## config.mk

```make
export PLATFORM = sky130hd
export DESIGN_NAME = song_sequencer
export DESIGN_NICKNAME = d
export VERILOG_FILES = /design/src/rtl/song_sequencer.sv
export SDC_FILE = /design/constraint.sdc
export NUM_CORES = 2
export LEC_CHECK = 0
export CAP_MARGIN = 5
export CORE_MARGIN = 4
export CORE_UTILIZATION = 68
export DETAILED_ROUTE_END_ITERATION = 10
export GPL_TIMING_DRIVEN = 0
export HOLD_SLACK_MARGIN = 0.15
export PLACE_DENSITY = 0.84
export SLEW_MARGIN = 5
export SYNTH_ARGS = -nofsm -noshare
export SYNTH_HDL_FRONTEND = slang
export SYNTH_SLANG_ARGS = --single-unit
```

## constraint.sdc

```tcl
create_clock -name clk -period 7.7 [get_ports clk]
set_input_delay 1.925 -clock clk [delete_from_list [all_inputs] [get_ports clk]]
set_output_delay 1.925 -clock clk [all_outputs]
set_load 0.05 [all_outputs]
```

## src/rtl/song_sequencer.sv

```systemverilog
// Run-time loadable song RAM plus the playback FSM feeding the note player.
// Steps through {note, duration} entries, timing each note in beat strobes.
module song_sequencer #(
  parameter int NOTE_W    = 6,
  parameter int DUR_W     = 6,
  parameter int SONG_BITS = 2,
  parameter int IDX_W     = 5
) (
  input  logic                          clk,
  input  logic                          reset,
  input  logic                          wr_en,
  input  logic [SONG_BITS+IDX_W-1:0]    wr_addr,
  input  logic [NOTE_W+DUR_W-1:0]       wr_data,
  input  logic                          play,
  input  logic [SONG_BITS-1:0]          song_sel,
  input  logic                          loop,
  input  logic                          beat,
  output logic [NOTE_W-1:0]             note,
  output logic                          new_note,
  output logic                          playing,
  output logic                          song_done
);

  localparam int ADDR_W  = SONG_BITS + IDX_W;
  localparam int DEPTH   = 1 << ADDR_W;
  localparam int ENTRY_W = NOTE_W + DUR_W;

  typedef enum logic [2:0] {IDLE, FETCH, DECODE, PLAY, DONE} state_t;

  state_t                 state_reg;
  logic [SONG_BITS-1:0]   cur_song_reg;
  logic [IDX_W-1:0]       idx_reg;
  logic [DUR_W-1:0]       cnt_reg;
  logic [ENTRY_W-1:0]     mem [DEPTH];
  logic [ENTRY_W-1:0]     rd_data_reg;

  logic [NOTE_W-1:0]      entry_note;
  logic [DUR_W-1:0]       entry_dur;
  logic                   last_idx;

  assign entry_note = rd_data_reg[ENTRY_W-1:DUR_W];
  assign entry_dur  = rd_data_reg[DUR_W-1:0];
  assign last_idx   = (idx_reg == '1);

  // Read every cycle; DECODE sees the word captured at the end of FETCH.
  always_ff @(posedge clk) begin
    if (wr_en)
      mem[wr_addr] <= wr_data;
    rd_data_reg <= mem[{cur_song_reg, idx_reg}];
  end

  always_ff @(posedge clk or posedge reset) begin
    if (reset) begin
      state_reg    <= IDLE;
      cur_song_reg <= '0;
      idx_reg      <= '0;
      cnt_reg      <= '0;
      note         <= '0;
      new_note     <= 1'b0;
      playing      <= 1'b0;
      song_done    <= 1'b0;
    end else begin
      new_note  <= 1'b0;
      song_done <= 1'b0;
      case (state_reg)
        IDLE: begin
          if (play) begin
            cur_song_reg <= song_sel;
            idx_reg      <= '0;
            playing      <= 1'b1;
            state_reg    <= FETCH;
          end
        end
        FETCH: begin
          if (!play) begin
            note      <= '0;
            playing   <= 1'b0;
            state_reg <= IDLE;
          end else begin
            state_reg <= DECODE;
          end
        end
        DECODE: begin
          if (!play) begin
            note      <= '0;
            playing   <= 1'b0;
            state_reg <= IDLE;
          end else if (entry_dur == '0) begin
            if (loop) begin
              idx_reg   <= '0;
              state_reg <= FETCH;
            end else begin
              song_done <= 1'b1;
              playing   <= 1'b0;
              state_reg <= DONE;
            end
          end else begin
            note      <= entry_note;
            new_note  <= 1'b1;
            cnt_reg   <= entry_dur;
            state_reg <= PLAY;
          end
        end
        PLAY: begin
          if (!play) begin
            note      <= '0;
            playing   <= 1'b0;
            state_reg <= IDLE;
          end else if (beat) begin
            if (cnt_reg == DUR_W'(1)) begin
              // Running off the last slot behaves exactly like a marker.
              if (last_idx) begin
                if (loop) begin
                  idx_reg   <= '0;
                  state_reg <= FETCH;
                end else begin
                  song_done <= 1'b1;
                  playing   <= 1'b0;
                  state_reg <= DONE;
                end
              end else begin
                idx_reg   <= idx_reg + 1'b1;
                state_reg <= FETCH;
              end
            end else begin
              cnt_reg <= cnt_reg - 1'b1;
            end
          end
        end
        DONE: begin
          if (!play) begin
            note      <= '0;
            state_reg <= IDLE;
          end
        end
        default: begin
          note      <= '0;
          playing   <= 1'b0;
          state_reg <= IDLE;
        end
      endcase
    end
  end

endmodule

```

==> results.md <==
- Outcome: finished, final reports clean
- Resize count post-CTS: 0
- P&R area growth vs syn: 11.74%
- Endpoints failing setup: 0
- Placed cell count: 3749
- Area post-placement: 62770 um2
- Initial core utilization: 68.55%
- Seq/Total Area, Yosys: 77.57%
- Hold Buf Count CTS: 0
- Largest net degree at the start of global routing: 93
- Worst Hold Class: register to register
- Worst EP arrival: 6220 ps
- Fraction of layout instances using a drive strength above 1: 28.73%
- RSZ-0062 raised after global routing: false
- Setup ws final: 2138 ps
- Comb pwr share: 7.2%
- Die area: 93930 um2
- First-pass GRT wire length: 251300 um
- H-tree depth: 4
- Ys Warns: 0
- Final Critical Period: 5562 ps
- Post-synth top area share: 76.14%
- Clock power frac: 40.5%
- Most frequent cells after synthesis: 1536 x edfxtp_1, 504 x mux4_2, 136 x nor2_1
- Clk_skew: 43.20 ps
- Async set-reset flop share out of synthesis: 1.589%
- Syn_nets: 2565
- IO buf count: 30
- DRC: 0
- Register bit total from synthesis: 1573
- Total GRT Usage: 38.97%
- Top-count cell post-synth: edfxtp_1
- Max_cap viols: 0
- Max FFs per register: 1536
- Routed vias: 31630
- Die width: 306.5 um
- Prevailing post-synth register cell: edfxtp_1
- Bufs and invs on worst path: 3
- CTS Buf Count: 150
- Worst skew pair latency: 790 ps
- Die Y: 306.5 um
- Pint: 13970 uW
- Net Switching: 4222 uW
- Final wirelength: 177700 um
- Mapped Cells: 2533
- Final instance area: 67690 um2
- Crit share post-route: 72.23%
- Setup WS pre-CTS: 2617 ps
- DR iter-0 viols: 6302
- Post-Syn Area: 60580 um2
- Avg Cell Area, Syn: 23.92 um2
- Boundary Pins: 36
- Final hold vios: 0
- Postcts setup bufs: 0
- Worst Path Class, Setup: register to register
- Slew HR: 1.641%
- Synth area leader: edfxtp_1
- Total clock sinks: 1573
- CTS tree: done
- Rows: 109
- Fill cells: 3930
- Peak supply drop: 236.4 uV
- Post-synth EDFFs: 1536
- Core Footprint: 88370 um2
- Grt total ovfl: 0
- Post-synth cell types: 48
- Dpl hpwl: 100700 um
- Slowest stage cell on the critical path: clkbuf_1
- Total negative slack: 0 ps
- Vias in the first global route: 32000
- Critical Path, Cell by Cell: clkbuf_1, clkbuf_1, clkbuf_1, mux4_2, mux4_2, mux4_2, mux2_2
- RD Place Congestion: 0.9291
- Leakage: 0.02046 uW
- Crit-path max FO: 10
- Drt via density: 7.818
- Initial antenna violation count: 18
- WL/cell: 43.93 um
- CTS Buffer Depth: 3
- CP startpoint kind: register
- Cell family with most CP delay: buffers and inverters
- Routed Antenna Nets: 0
- Crit end category: register
- Top cells by area, synth: edfxtp_1 76%, mux4_2 19%, dfrtp_1 1.0%
- Worst-path clk slew: 70 ps
- Pwr dens: 268.7 nW/um2
- Sw frac: 23.21%
- Final Max Tran Viols: 0
- Seq pwr share: 52.3%
- Finished Layout Cells: 4045
- Max stage delay on crit path: 1050 ps
- Nets: 2778
- Slew @ Worst Pin: 1475 ps
- Worst Path Required: 8360 ps
- Pre-Repair DR Iteration Count: 7
- Achievable Freq: 179.8 MHz
- CTS root buffer: clkbuf_16
## routing by layer
layer	share of wire (%)	global-route usage (%)	wire, um
met4	7.7	22.12	13600
met3	14	12.59	24520
met1	31	50.42	55160
met2	47	59.88	84310
met5	0.056	0	100
## area by class of cell
cell class	instances	area (um2)	share of cell area [%]
clock inverter	81	750.7	1.109
clock buffer	190	3999	5.907
multi-input combinational	814	13010	19.23
sequential	1573	46990	69.42
inverter	9	33.78	0.04991
buffer	137	615.6	0.9094
antenna	15	37.54	0.05545
tap	1165	1458	2.153
timing repair buffer	61	793.3	1.172
## power groups by stage
stage	sequential, uW	combinational, uW	clock [uW]
global route	9520	1330	7740
finish	9520	1300	7370
detailed placement	9700	1210	0
floorplan	9690	698	0
CTS	9520	1260	7340
global placement	9730	1130	0
## cell families after synthesis
family	share of synthesized area, %
compound gates	0.5288
xor+xnor	0.01446
fa+ha+maj	0.1033
buf+inv	1.070
flops	77.57
mux	19.01
simple gates	1.702
## through the flow
step                      hold WS (ps)  util (%)  power [uW]
final                            431.8     76.60       18190
after global routing             478.7     76.55       18590
after CTS                        439.2     76.40       18120
after detailed placement         425.2     71.02       10900
after global placement           431.0     70.54       10870
after floorplan                  408.7         -       10390
## final timing paths
path	depth (start not counted)	to	start	slack, ps
max in group asynchronous	3	idx_reg[4]	reset	5810
worst max-delay path	7	rd_data_reg[2]	idx_reg[2]	2140
worst max register to register	7	rd_data_reg[2]	idx_reg[2]	2140
worst min-delay path	2	note[4]	rd_data_reg[10]	430
worst min register to register	2	note[4]	rd_data_reg[10]	430
min in group asynchronous	2	playing	reset	1490
## cells in the final DEF (no fill, tap or decap), types with 12 or more instances in the layout
master / instances
clkbuf_1: 117
dfrtp_1: 25
nand3_1: 15
nor2b_1: 13
buf_16: 12
clkinv_2: 17
clkdlybuf4s50_1: 18
clkinv_1: 36
buf_2: 23
buf_1: 15
o21ai_0: 12
buf_4: 34
nand2_1: 37
diode_2: 15
mux2_2: 14
dfxtp_1: 12
mux4_2: 504
nor2_1: 125
clkbuf_16: 154
edfxtp_1: 1536
## worst reg2reg max path, cell delays in order (launching register included)
cell      delay, ps
dfrtp_1         340
clkbuf_1        960
clkbuf_1       1060
clkbuf_1       1050
mux4_2          480
mux4_2          590
mux4_2          610
mux2_2          350
Power figures use the tool's default switching activity.
